===== src/rtl/hash_word_reader.sv =====
// hash_word_reader
//   Snapshots the eight 32-bit working variables A..H when start is seen in
//   IDLE, then streams them out over a valid/ready handshake. The stream is
//   either one beat per word or one beat per byte. In byte mode the most
//   significant byte of each word comes first and sits in out_data[7:0].
//
// Ports
//   clk        single clock, rising edge
//   rst_n      asynchronous active-low reset
//   start      snapshot request (honoured in IDLE only)
//   byte_mode  sampled with start: 0 = word stream, 1 = byte stream
//   in_A..in_H working variables to be read out
//   out_data   beat payload (word, or zero-extended byte)
//   out_addr   word address of the beat, 1 = A ... 8 = H
//   out_valid  beat valid
//   out_ready  sink accepts beat
//   busy       high while streaming
//   done       one-cycle pulse after the final beat is accepted
module hash_word_reader (
    input  logic        clk,
    input  logic        rst_n,
    input  logic        start,
    input  logic        byte_mode,
    input  logic [31:0] in_A,
    input  logic [31:0] in_B,
    input  logic [31:0] in_C,
    input  logic [31:0] in_D,
    input  logic [31:0] in_E,
    input  logic [31:0] in_F,
    input  logic [31:0] in_G,
    input  logic [31:0] in_H,
    output logic [31:0] out_data,
    output logic [3:0]  out_addr,
    output logic        out_valid,
    input  logic        out_ready,
    output logic        busy,
    output logic        done
);

    localparam logic [1:0] ST_IDLE = 2'd0;
    localparam logic [1:0] ST_SEND = 2'd1;
    localparam logic [1:0] ST_DONE = 2'd2;

    logic [1:0]  state;
    logic [31:0] word_buf [8];
    logic [2:0]  word_idx;
    logic [1:0]  byte_idx;
    logic        mode_q;

    logic        sending;
    logic        last_beat;
    logic [31:0] cur_word;
    logic [7:0]  cur_byte;

    assign sending  = (state == ST_SEND);
    assign cur_word = word_buf[word_idx];

    // Final beat is word H, or byte 3 of word H in byte mode.
    assign last_beat = (word_idx == 3'd7) && (!mode_q || (byte_idx == 2'd3));

    // Byte index 0 selects the most significant byte.
    always_comb begin
        cur_byte = cur_word[31:24];
        case (byte_idx)
            2'd0: cur_byte = cur_word[31:24];
            2'd1: cur_byte = cur_word[23:16];
            2'd2: cur_byte = cur_word[15:8];
            2'd3: cur_byte = cur_word[7:0];
            default: cur_byte = cur_word[31:24];
        endcase
    end

    always_ff @(posedge clk or negedge rst_n) begin
        if (!rst_n) begin
            state    <= ST_IDLE;
            word_idx <= 3'd0;
            byte_idx <= 2'd0;
            mode_q   <= 1'b0;
            for (int i = 0; i < 8; i++) begin
                word_buf[i] <= 32'd0;
            end
        end else begin
            case (state)
                ST_IDLE: begin
                    if (start) begin
                        word_buf[0] <= in_A;
                        word_buf[1] <= in_B;
                        word_buf[2] <= in_C;
                        word_buf[3] <= in_D;
                        word_buf[4] <= in_E;
                        word_buf[5] <= in_F;
                        word_buf[6] <= in_G;
                        word_buf[7] <= in_H;
                        mode_q      <= byte_mode;
                        word_idx    <= 3'd0;
                        byte_idx    <= 2'd0;
                        state       <= ST_SEND;
                    end
                end
                ST_SEND: begin
                    if (out_ready) begin
                        if (mode_q) begin
                            byte_idx <= byte_idx + 2'd1;
                            // Word advances only when the byte index wraps.
                            if (byte_idx == 2'd3) begin
                                word_idx <= word_idx + 3'd1;
                            end
                        end else begin
                            word_idx <= word_idx + 3'd1;
                        end
                        if (last_beat) begin
                            state <= ST_DONE;
                        end
                    end
                end
                ST_DONE: begin
                    state <= ST_IDLE;
                end
                default: begin
                    state <= ST_IDLE;
                end
            endcase
        end
    end

    // Outputs are forced to zero outside SEND so reset clears them at once.
    assign out_valid = sending;
    assign busy      = sending;
    assign done      = (state == ST_DONE);
    assign out_data  = !sending ? 32'd0 : (mode_q ? {24'd0, cur_byte} : cur_word);
    assign out_addr  = sending ? ({1'b0, word_idx} + 4'd1) : 4'd0;

endmodule


===== config.mk =====
export PLATFORM = sky130hd
export DESIGN_NAME = hash_word_reader
export DESIGN_NICKNAME = d
export VERILOG_FILES = /design/src/rtl/hash_word_reader.sv
export SDC_FILE = /design/constraint.sdc
export NUM_CORES = 1
export LEC_CHECK = 0
export BUFFER_PORTS_ARGS = -buffer_cell sky130_fd_sc_hd__buf_2
export CORE_MARGIN = 10
export CORE_UTILIZATION = 50
export CTS_CLUSTER_SIZE = 24
export DETAILED_ROUTE_END_ITERATION = 10
export PLACE_DENSITY = 0.75
export SLEW_MARGIN = 25
export SYNTH_ARGS = -nofsm -noshare
export SYNTH_HDL_FRONTEND = slang
export SYNTH_SLANG_ARGS = --single-unit

===== constraint.sdc =====
create_clock -name clk -period 2.9 [get_ports clk]
set_input_delay 0.58 -clock clk [delete_from_list [all_inputs] [get_ports clk]]
set_output_delay 0.58 -clock clk [all_outputs]
set_load 0.02 [all_outputs]

Yosys cells after proc, flatten, opt, wreduce, memory -nomap -nowiden
Cells that the tools add are included.
{ "totals": {"word_cells": 58, "regBits": 264, "inputBits": 261, "romBits": 0, "ramBits": 0, "latch_bits": 0, "memories": 0, "output_inout_bits": 39} }
{ "op_classes": {"addsub": 3, "n_reduce_logical": 10, "eq_ne": 11, "shifts": 0, "div": 0, "order_cmp": 1, "n_mul": 0, "n_bitwise": 1, "muxes": 20} }
{ "op_table": {"columns": ["operator", "n"], "rows": [
  ["$mux 32", 4],
  ["$bmux 32 s3", 1],
  ["$pmux 8 s4", 1],
  ["$mux 2", 6],
  ["$mux 3", 4],
  ["$pmux 2 s2", 2],
  ["$reduce_and 4->1", 2],
  ["$eq 2x2->1 const B", 3],
  ["$ne 2x2->1 const B", 3],
  ["$pmux 3 s2", 1],
  ["$add 3x1->4 const B", 1],
  ["$eq 2x1->1 const B", 2],
  ["$ge 4x4->1 const B", 1],
  ["$logic_not 2->1", 2],
  ["$mux 4", 1],
  ["$not 3->4", 1],
  ["$add 3x1->3 const B", 1],
  ["$eq 3x3->1 const B", 1],
  ["$ne 3x2->1 const B", 1],
  ["$reduce_and 3->1", 1],
  ["$add 2x1->2 const B", 1],
  ["$ne 2x1->1 const B", 1],
  ["$reduce_and 2->1", 1],
  ["$reduce_bool 2->1", 1],
  ["other kinds (3)", 3]
]} }

Logic depth before layout (Yosys ltp)
Gate-level depths: netlist of the first run.
{ "depth": {"depth_word": 7, "ltp_mapped": 7} }

Worst setup path before layout of the first run
No wires, ideal clock.
{ "synth_timing": {"path_type": "reg-to-output", "startpoint": "reg byte_idx[0]", "endpoint": "out out_data[6]", "stages_incl_launch_ff": 8, "t_arrival_ps": 1886, "path_buffers": 0, "setup_slack_ps": 434, "cell_sequence": "dfrtp_1 -> inv_1 -> ha_1 -> nand2b_1 -> a21oi_1 -> a21oi_1 -> a22o_1 -> o221ai_1"} }
{ "synth_between": {"elab_chain_cells": 4, "elab_cells_between_ends": 7, "cone_classes": "eq/ne (3); mux (3); reduce/logical (1)"} }
{ "synth_lines": {"columns": ["element", "line_no", "source"], "rows": [
  ["from (decl)", "47", "logic [1:0] byte_idx;"],
  ["from (signal assigned)", "103", "byte_idx <= byte_idx + 2'd1;"],
  ["$eq 2x2->1, or another cell as far along", "64", "case (byte_idx)"],
  ["$pmux 8 s4 *", "64", null],
  ["$mux 32 * (2 in a row)", "130", "assign out_data = !sending ? 32'd0 : (mode_q ? {24'd0, cur_byte} : cur_word);"],
  ["to (decl)", "32", "output logic [31:0] out_data,"]
]} }
Every way passes the cells marked *; elsewhere a longest branch is shown, timed or not.

Worst setup path after layout of the first run
{ "layout_timing": {"startpoint": "reg word_idx[0]", "endpoint": "out out_data[0]"} }
{ "layout_between": {"elab_chain_cells": 7} }
{ "layout_lines": {"columns": ["element", "line_no", "source"], "rows": [
  ["from (decl)", "46", "logic [2:0] word_idx;"],
  ["from (signal assigned)", "106", "word_idx <= word_idx + 3'd1;"],
  ["from (signal assigned)", "109", "word_idx <= word_idx + 3'd1;"],
  ["$not 3->4 (implied by the code) *", "56", "assign cur_word = word_buf[word_idx];"],
  ["$bmux 32 s3 *", "56", null],
  ["$mux 32 (implied by the code) * (2 in a row)", "56", null],
  ["$pmux 8 s4", "64", null],
  ["$mux 32 * (2 in a row)", "130", null]
]} }
Every way passes the cells marked *; elsewhere a longest branch is shown, timed or not. The select of a mux whose other input is x is not followed.

==> summary.md, run 1 <==
| Metric | Value |
|---|---|
| Leak | 7.29 nW |
| First-pass GRT wire length | 53900 µm |
| Power per Cell Area | 1330 nW/µm² |
| Die width | 178 µm |
| Setup violators final | 15 |
| Number of global-route vias before repair | 9263 |
| Dominant synthesized flop cell | dfrtp_1 |
| Post-DRT Antenna Nets | 0 |
| Syn Inst Count | 868 |
| Core area | 24500 µm² |
| Gpl congestion | 0.837 |
| Die Area | 31700 µm² |
| Avg Inst Size Synth | 14.4 µm² |
| RSZ-0062 raised after global routing | yes |
| Synth area leaders | dfrtp_1 (53%), mux2_2 (23%), mux2i_1 (7.1%) |
| PnR worst setup slack | -0.271 ns |
| Reg2Reg Depth | 4 |
| Arr. time, crit path | 2.59 ns |
| H-tree depth | 1 |
| Area added between synthesis and finish | 30.3% |
| Iteration-0 DRC Markers | 692 |
| TNS Setup | -2.14 ns |
| Placed instance area | 14400 µm² |
| Via count | 8717 |
| Die height | 178 µm |
| Required time worst endpoint | 2.32 ns |
| Top cell type's share of synthesized area | 52.8% |
| Ys Warns | 0 |
| Slew @ Worst Pin | 0.719 ns |
| Worst reg2reg startpoint | state[0]$_DFFE_PN0P_ |
| Gr usage total | 22.0% |
| N_diodes | 0 |
| Cts hold-fix bufs | 0 |
| Sink Count | 264 |
| Drt drc | 0 |
| Clk root buf | clkbuf_16 |
| HPWL after detailed placement | 27200 µm |
| WL/cell | 23.7 µm |
| CP Launch Type | flop |
| Post-synth ARST share | 100% |
| Slew Viols, Final | 0 |
| Fraction of layout cells with a size suffix above 1 | 62.7% |
| Reg clk slew, reported paths | 0.06 ns |
| R2r setup slk | 0.91 ns |
| CTS tree | built |
| Final hold violations | 0 |
| Fin crit share | 109% |
| Via-per-instance ratio | 5.62 |
| Status | finished, violations left |
| Mapped Nets | 1135 |
| Antenna violations before repair | 0 |
| Distinct cells, synth | 38 |
| Slew headroom | 52.0% |
| Largest area contributor in the netlist | dfrtp_1 |
| Register area share after synthesis | 52.8% |
| Worst min path class | primary input to asynchronous set/reset pin |
| Crit end category | primary output |
| Initial Utilization | 51.1% |
| Post-Layout Cell Count | 1552 |
| Final min period | 3.17 ns |
| Fmax achieved | 0.315 GHz |
| Critical path fanouts, max | 10 |
| Port bufs | 299 |
| Max-cap violations | 0 |
| Skew final | 0.0118 ns |
| Final #Nets | 1476 |
| Max Buffers Root-to-Sink | 3 |
| Row count | 57 |
| Largest net degree at the start of global routing | 109 |
| Grt total ovfl | 0 |
| Failing checks | setup timing |
| Post-synth EDFFs | 0 |
| Final WL | 36900 µm |
| Finished Core Util | 66.6% |
| Drt pass-1 iters | 4 |
| Mapped Area | 12500 µm² |
| Fillers | 1780 |
| Total Power | 21.7 mW |
| Register bit count reported by yosys | 264 |
| DP Cell Count | 1468 |
| Io pins | 300 |
| FF-to-FF End | word_buf[138]$_DFFE_PN0P_ |
| Clock latency on the worst-skew pair | 0.54 ns |
| Critical path type | flop to primary output |
| Post-route cell area | 16300 µm² |
| Maximum vdd ir drop | 599 µV |
| CTS Buf Count | 28 |
-- flip-flops by register name, indices dropped and copies added, names as in the netlist --
register and flops:
byte_idx 2, mode_q 1, word_idx 3, word_buf 256
state 2
-- through the flow --
step | hold slack (ns) | setup WS (ns)
5_1_grt | 0.0793 | -0.351
3_3_place_gp | 0.482 | -0.0133
4_1_cts | 0.0772 | -0.293
6_report | 0.0365 | -0.271
3_5_place_dp | 0.491 | -0.00653
2_1_floorplan | 0.284 | 0.434
-- report_power, final --
group | leakage [nW] | internal [mW] | switching (mW)
Sequential | 3.13 | 5.60 | 1.14
Clock | 0.483 | 2.24 | 1.42
Combinational | 3.67 | 5.82 | 5.46
-- logic make-up after synthesis --
| kind of cell | Yosys count | share of synthesized area [%] |
|---|---|---|
| AOI/OAI and AO/OA | 73 | 4.50 |
| and+or+nand+nor | 89 | 3.38 |
| DFF | 264 | 52.8 |
| adders and majority gates | 6 | 0.600 |
| buffers and inverters | 64 | 3.69 |
| muxes | 372 | 35.0 |
-- worst max path at each step --
stage / from / end / slack, ns / cells past startpoint
finish: word_idx[0]$_DFFE_PN0P_ / out_data[0] / -0.27 / 7
global route: word_idx[2]$_DFFE_PN0P_ / out_data[0] / -0.35 / 7
detailed placement: word_idx[1]$_DFFE_PN0P_ / out_data[1] / -0.007 / 6
floorplan: byte_idx[0]$_DFFE_PN0P_ / out_data[6] / 0.43 / 7
global placement: word_idx[1]$_DFFE_PN0P_ / out_data[1] / -0.01 / 6
CTS: word_idx[1]$_DFFE_PN0P_ / out_data[2] / -0.29 / 8
-- area by class of cell --
class / count / area, µm² / share of cell area (%)
Multi-Input combinational cell: 541 / 5860 / 36.0
Timing Repair Buffer: 368 / 2430 / 14.9
Inverter: 6 / 22.5 / 0.138
Clock buffer: 41 / 871 / 5.34
Clock inverter: 8 / 90.1 / 0.553
Tap cell: 324 / 405 / 2.49
Sequential cell: 264 / 6610 / 40.6
-- cells in the mapped netlist (all sizes together) (7+ instances only) --
master  instances
a21oi          10
a22o            9
a22oi          22
buf            54
dfrtp         264
mux2          257
mux2i          89
mux4           26
nand2          22
nand2b         10
nand3           7
nor2           30
-- layer usage --
| metal | vias to the layer above | wire, µm | part of all wire (%) | track usage (%) |
|---|---|---|---|---|
| li1 | 3893 | - | - | - |
| met1 | 4449 | 15100 | 41 | 28.6 |
| met2 | 319 | 17900 | 49 | 35.7 |
| met3 | 56 | 2960 | 8.0 | 5.69 |
| met4 | 0 | 873 | 2.4 | 6.23 |
| met5 | - | 0 | 0 | 0 |
-- timing repair --
action	CTS	global route
hold endpoints to repair	0	0
pin swaps	13	13
buffers inserted	20	10
gates resized for setup	83	68
gates cloned	2	4
endpoints found under the setup margin	26	27
-- critical path: stages, from the launching register on --
cell and delay [ns]:
dfrtp_4 0.56, nor2b_2 0.45, a22o_1 0.24, a221oi_2 0.04, buf_4 0.18, a21oi_1 0.25, o221ai_2 0.15, buf_4 0.18
-- layout by cell type (no fill, tap or decap), types with 3 or more instances in the layout --
master and n:
nand3_1 6, a22oi_1 11, a21oi_1 10, buf_6 25, mux2i_4 11, and3_1 4
mux2_2 257, clkbuf_8 10, a22o_1 9, buf_8 3, a221oi_4 3, nor2_4 7
buf_12 12, nand4_1 4, clkbuf_16 32, inv_1 6, o221ai_2 4, clkinv_2 6
dfrtp_1 262, buf_2 276, mux4_2 26, a21boi_2 4, mux2i_1 71, buf_4 47
mux2i_2 7, nor2_1 16, nand2_2 3, nor2_2 7, a22oi_2 11, nand2_1 19
ha_1 5, nand2b_1 9, o21ai_0 6
Power figures use the tool's default switching activity.
==> inputs of run 2 (changes only) <==
==> constraint.sdc (replaced) <==
create_clock -name clk -period 2.9 [get_ports clk]
set_input_delay 0.58 -clock clk [delete_from_list [all_inputs] [get_ports clk]]
set_output_delay 0.58 -clock clk [all_outputs]
set_load 0.1 [all_outputs]
==> run 2 against run 1 <==
  * The flow still finishes with violations (setup timing)
  * Hold slack got worse by 0.0057 ns
  * Via count increased by 1.3%
  * Utilization increased by 3.4 points
  * Critical path depth increased by 2
  * Cell area increased by 5.1%
  * Sequential share of layout area decreased by 1.9 points
  * Register-to-register slack improved by 0.05 ns
  * Setup slack got worse by 0.085 ns
  * Wire length increased by 0.81%
  * Global-route usage increased by 0.33 points
  * First-iteration DRC count decreased by 10%
  * Final cell count increased by 0.97%
  * Largest cell class unchanged
  * Highest routed layer unchanged
==> summary.md, run 2 (synthesis gave the netlist of run 1 again) <==
| Metric | Value |
|---|---|
| TNS Setup | -4.02 ns (was -2.14 ns) |
| Core area | 24500 µm² (unchanged) |
| CTS tree | built (unchanged) |
| Cts hold-fix bufs | 0 (unchanged) |
| Critical path type | flop to primary output (unchanged) |
| Fmax achieved | 0.307 GHz (was 0.315 GHz) |
| Setup violators final | 23 (was 15) |
| WL/cell | 23.7 µm (about the same) |
| CTS Buf Count | 28 (unchanged) |
| Grt total ovfl | 0 (unchanged) |
| Largest regs | word_buf x256, word_idx x3 (unchanged) |
| Row count | 57 (unchanged) |
| Clock latency on the worst-skew pair | 0.54 ns (about the same) |
| Required time worst endpoint | 2.32 ns (about the same) |
| Critical path fanouts, max | 8 (was 10) |
| Final WL | 37200 µm (was 36900 µm) |
| Antenna violations before repair | 1 (was 0) |
| Max Buffers Root-to-Sink | 3 (unchanged) |
| CP Launch Type | flop (unchanged) |
| Max FFs per register | 256 (unchanged) |
| PnR worst setup slack | -0.356 ns (was -0.271 ns) |
| Final #Nets | 1490 (was 1476) |
| Slew @ Worst Pin | 0.772 ns (was 0.719 ns) |
| Critical Path Most Common Cell | buf_12 (was buf_4) |
| Finished Core Util | 70.0% (was 66.6%) |
| Die width | 178 µm (unchanged) |
| CP max stage delay | 0.52 ns (was 0.56 ns) |
| Clk root buf | clkbuf_16 (unchanged) |
| Sink Count | 264 (unchanged) |
| CP Cell Sequence | buf_4 -> buf_16 -> buf_12 -> clkbuf_16 -> mux2i_1 -> a22oi_1 -> nand2_2 -> o221ai_4 -> buf_12 (was nor2b_2 -> a22o_1 -> a221oi_2 -> buf_4 -> a21oi_1 -> o221ai_2 -> buf_4) |
| Largest Register | word_buf (unchanged) |
| Io pins | 300 (unchanged) |
| Drt drc | 0 (unchanged) |
| First-pass GRT wire length | 55200 µm (was 53900 µm) |
| Arr. time, crit path | 2.68 ns (was 2.59 ns) |
| RSZ-0062 raised after global routing | yes (unchanged) |
| Fillers | 1660 (was 1780) |
| Most common cell after layout, fill and taps aside | buf_2 (unchanged) |
| Die Area | 31700 µm² (unchanged) |
| Final hold violations | 0 (unchanged) |
| Crit end category | primary output (unchanged) |
| Max-cap violations | 0 (unchanged) |
| Post-DRT Antenna Nets | 0 (unchanged) |
| Slew headroom | 48.5% (was 52.0%) |
| Post-route cell area | 17100 µm² (was 16300 µm²) |
| Status | finished, violations left (unchanged) |
| Number of global-route vias before repair | 9665 (was 9263) |
| CP delay by family, top | buffers and inverters (was compound AO/OA/AOI/OAI gates) |
| CP max stage cell | dfrtp_4 (unchanged) |
| HPWL after detailed placement | 27400 µm (was 27200 µm) |
| Buf/Inv on CP | 5 (was 2) |
| Fraction of layout cells with a size suffix above 1 | 65.0% (was 62.7%) |
| Worst min path class | primary input to asynchronous set/reset pin (unchanged) |
| Via-per-instance ratio | 5.63 (was 5.62) |
| Area added between synthesis and finish | 36.9% (was 30.3%) |
| Post-place setup slack | -0.0743 ns (was -0.00653 ns) |
| Gpl congestion | 0.823 (was 0.837) |
| Drt pass-1 iters | 4 (unchanged) |
| Fin crit share | 112% (was 109%) |
| Initial Utilization | 51.1% (unchanged) |
| Most frequent cells in the layout | buf_2 (263), dfrtp_1 (260), mux2_2 (257) (was buf_2 (276), dfrtp_1 (262), mux2_2 (257)) |
| Port bufs | 299 (unchanged) |
| Placed instance area | 15200 µm² (was 14400 µm²) |
| Gr usage total | 22.3% (was 22.0%) |
| Largest net degree at the start of global routing | 93 (was 109) |
| Skew final | 0.00894 ns (was 0.0118 ns) |
| Die height | 178 µm (unchanged) |
| H-tree depth | 1 (unchanged) |
| Iteration-0 DRC Markers | 622 (was 692) |
| Final min period | 3.26 ns (was 3.17 ns) |
| Reg clk slew, reported paths | 0.06 ns (about the same) |
| Via count | 8830 (was 8717) |
| Slew Viols, Final | 0 (unchanged) |
| Failing checks | setup timing (unchanged) |
-- run 2: per-stage QoR --
stage          hold slack [ns]  instances
6_report                0.0307       1567
3_5_place_dp             0.490       1486
4_1_cts                 0.0958       1544
5_1_grt                  0.102       1565
3_3_place_gp             0.483       1486
2_1_floorplan            0.284        868
-- run 2: worst paths after layout --
| path | startpoint | endpoint | slack (ns) | cells past startpoint |
|---|---|---|---|---|
| setup / recovery | word_idx[0]$_DFFE_PN0P_ | out_data[1] | -0.36 | 9 |
| hold / removal | rst_n | word_buf[84]$_DFFE_PN0P_ | 0.03 | 1 |
| setup reg to reg | state[0]$_DFFE_PN0P_ | word_buf[42]$_DFFE_PN0P_ | 0.96 | 4 |
| hold reg to reg | word_buf[11]$_DFFE_PN0P_ | word_buf[11]$_DFFE_PN0P_ | 0.50 | 1 |
| max in group asynchronous | rst_n | word_buf[92]$_DFFE_PN0P_ | 1.97 | 2 |
| min in group clk | in_H[8] | word_buf[8]$_DFFE_PN0P_ | 0.27 | 2 |
-- run 2: timing repair --
action                     in CTS  in global routing
buffers inserted                9                 20
gates cloned                    2                  3
gates resized for setup        86                 78
setup endpoints to repair      31                 32
pin swaps                      14                 24
-- run 2: layout make-up --
class / count / area (µm²) / share of cell area (%)
Timing Repair Buffer: 382 / 3030 / 17.7
Multi-Input combinational cell: 541 / 6120 / 35.7
Antenna cell: 2 / 5.00 / 0.0292
Clock buffer: 39 / 803 / 4.69
Inverter: 6 / 26.3 / 0.153
Tap cell: 324 / 405 / 2.37
Clock inverter: 9 / 124 / 0.723
Sequential cell: 264 / 6620 / 38.6
-- run 2: worst reg2reg max path, stage by stage (launching register included) --
cell and delay, ns:
dfrtp_1 0.47, nand2b_1 0.25, nor2_4 0.19, buf_12 0.38, mux2_2 0.52
-- run 2: layer usage --
metal	global-route usage (%)	part of all wire [%]
met1	29.3	42
met2	36.2	48
met3	5.35	7.2
met4	6.30	2.6
met5	0	0
Power of run 2 is not shown: default switching activity piles up to over one toggle a cycle in this logic, so the estimate is an artifact.
==> inputs of run 3 (changes only) <==
Settings changed: REMOVE_ABC_BUFFERS set to 1.
==> run 3 against run 2 <==
  * The run still ends with setup timing left
  * Sequential share of layout area up 0.62 points
  * Via count down 2.3%
  * Setup slack better by 0.038 ns
  * Global-route usage down 0.54 points
  * Largest cell class unchanged
  * Highest routed layer is now met5
==> summary.md, run 3 (synthesis gave the netlist of run 1 again) <==
| Metric | Value |
|---|---|
| CP Launch Type | flop (unchanged) |
| Gpl congestion | 0.818 (was 0.823) |
| First-pass GRT wire length | 54000 µm (was 55200 µm) |
| Row count | 57 (unchanged) |
| Reg clk slew, reported paths | 0.06 ns (about the same) |
| Initial Utilization | 51.1% (unchanged) |
| Crit end category | primary output (unchanged) |
| Die height | 178 µm (unchanged) |
| WL/cell | 23.0 µm (was 23.7 µm) |
| Final #Nets | 1471 (was 1490) |
| Gr usage total | 21.8% (was 22.3%) |
| Final WL | 35700 µm (was 37200 µm) |
| Post-DRT Antenna Nets | 0 (unchanged) |
| Placed instance area | 14900 µm² (was 15200 µm²) |
| Drt pass-1 iters | 5 (was 4) |
| Sink Count | 264 (unchanged) |
| Largest Register | word_buf (unchanged) |
| Grt total ovfl | 0 (unchanged) |
| Failing checks | setup timing (unchanged) |
| Slew headroom | 53.3% (was 48.5%) |
| Fin crit share | 111% (was 112%) |
| Reg2Reg Depth | 4 (unchanged) |
| PnR worst setup slack | -0.318 ns (was -0.356 ns) |
| CTS Buf Count | 28 (unchanged) |
| HPWL after detailed placement | 25800 µm (was 27400 µm) |
| Slew Viols, Final | 0 (unchanged) |
| Antenna violations before repair | 7 (was 1) |
| Max FFs per register | 256 (unchanged) |
| Fmax achieved | 0.311 GHz (was 0.307 GHz) |
| Max-cap violations | 0 (unchanged) |
| Critical path fanouts, max | 8 (unchanged) |
| Io pins | 300 (unchanged) |
| Number of global-route vias before repair | 9643 (was 9665) |
| Skew final | 0.00986 ns (was 0.00894 ns) |
| Die Area | 31700 µm² (unchanged) |
| Drt drc | 0 (unchanged) |
| Final hold violations | 0 (unchanged) |
| Clk root buf | clkbuf_16 (unchanged) |
| Critical Path Source | word_idx[0]$_DFFE_PN0P_ (unchanged) |
| Area added between synthesis and finish | 34.7% (was 36.9%) |
| Required time worst endpoint | 2.32 ns (about the same) |
| Largest net degree at the start of global routing | 117 (was 93) |
| Clock latency on the worst-skew pair | 0.54 ns (about the same) |
| Cts hold-fix bufs | 0 (unchanged) |
| Via-per-instance ratio | 5.56 (was 5.63) |
| Largest regs | word_buf x256, word_idx x3 (unchanged) |
| Iteration-0 DRC Markers | 564 (was 622) |
| Port bufs | 299 (unchanged) |
| Post-route cell area | 16800 µm² (was 17100 µm²) |
| Final min period | 3.22 ns (was 3.26 ns) |
| Fraction of layout cells with a size suffix above 1 | 63.7% (was 65.0%) |
| CTS tree | built (unchanged) |
| Slew @ Worst Pin | 0.700 ns (was 0.772 ns) |
| Arr. time, crit path | 2.64 ns (was 2.68 ns) |
| H-tree depth | 1 (unchanged) |
| Worst min path class | primary input to asynchronous set/reset pin (unchanged) |
| Via count | 8629 (was 8830) |
| Status | finished, violations left (unchanged) |
| Worst reg2reg startpoint | state[0]$_DFFE_PN0P_ (unchanged) |
| Max Buffers Root-to-Sink | 3 (unchanged) |
| Die width | 178 µm (unchanged) |
| Most frequent cells in the layout | dfrtp_1 (262), buf_2 (262), mux2_2 (257) (was buf_2 (263), dfrtp_1 (260), mux2_2 (257)) |
| Critical path type | flop to primary output (unchanged) |
| Setup violators final | 24 (was 23) |
| Core area | 24500 µm² (unchanged) |
| RSZ-0062 raised after global routing | yes (unchanged) |
## run 3: cell count changes in the layout (fill, tap and decap cells not counted), moves of 5 or more
cell	previous run	this run
buf_4	45	29
buf_12	53	45
nor2_4	24	16
buf_6	13	19
nor2_1	3	8
## run 3: per-stage QoR
step           util (%)  setup TNS (ns)  hold WS (ns)  setup WS (ns)  std cells
3_3_place_gp       60.9         -0.0565         0.483        -0.0506       1469
6_report           68.9           -2.83        0.0495         -0.318       1553
3_5_place_dp       60.9         -0.0745         0.491        -0.0667       1469
5_1_grt            68.8           -4.94        0.0771         -0.375       1549
4_1_cts            67.3           -3.91        0.0660         -0.298       1537
2_1_floorplan         -        -1425.69         0.284          -5.23        810
## run 3: per-layer routing
metal | track usage, % | vias up | share of wire (%)
met2 | 36.8 | 320 | 50
met3 | 6.32 | 67 | 8.0
met1 | 26.9 | 4331 | 40
li1 | - | 3905 | -
met4 | 5.48 | 6 | 2.4
met5 | 0 | - | 0.098
## run 3: final timing paths
| kind | to | slack [ns] |
|---|---|---|
| worst max-delay path | out_data[2] | -0.32 |
| worst min-delay path | word_buf[249]$_DFFE_PN0P_ | 0.05 |
| worst max register to register | word_buf[238]$_DFFE_PN0P_ | 0.86 |
| worst min register to register | word_buf[63]$_DFFE_PN0P_ | 0.50 |
| max in group asynchronous | word_buf[211]$_DFFE_PN0P_ | 2.10 |
| min in group clk | word_buf[242]$_DFFE_PN0P_ | 0.27 |
## run 3: area by class of cell
class	count	area, µm²
Clock inverter	13	123
Antenna cell	4	10.0
Sequential cell	264	6610
Inverter	6	22.5
Tap cell	324	405
Clock buffer	38	810
Fill cell	1727	7610
Timing Repair Buffer	364	2850
Multi-Input combinational cell	540	6020
## run 3: worst max-delay path, cell delays in order, from the launching register on
cell and delay [ns]:
dfrtp_4 0.53, buf_12 0.17, buf_12 0.15, buf_12 0.15, mux2i_1 0.12, a22oi_2 0.26
nand4_1 0.21, a31oi_2 0.28, buf_12 0.21
## run 3: timing repair
item                                    in CTS  in global routing
gates resized for setup                    105                 59
cloned                                       2                  2
buffers inserted                            16                 12
pin swaps                                   11                 29
hold endpoints to repair                     0                  0
endpoints found under the setup margin      33                 34
Power of run 3 is left out for the same reason.
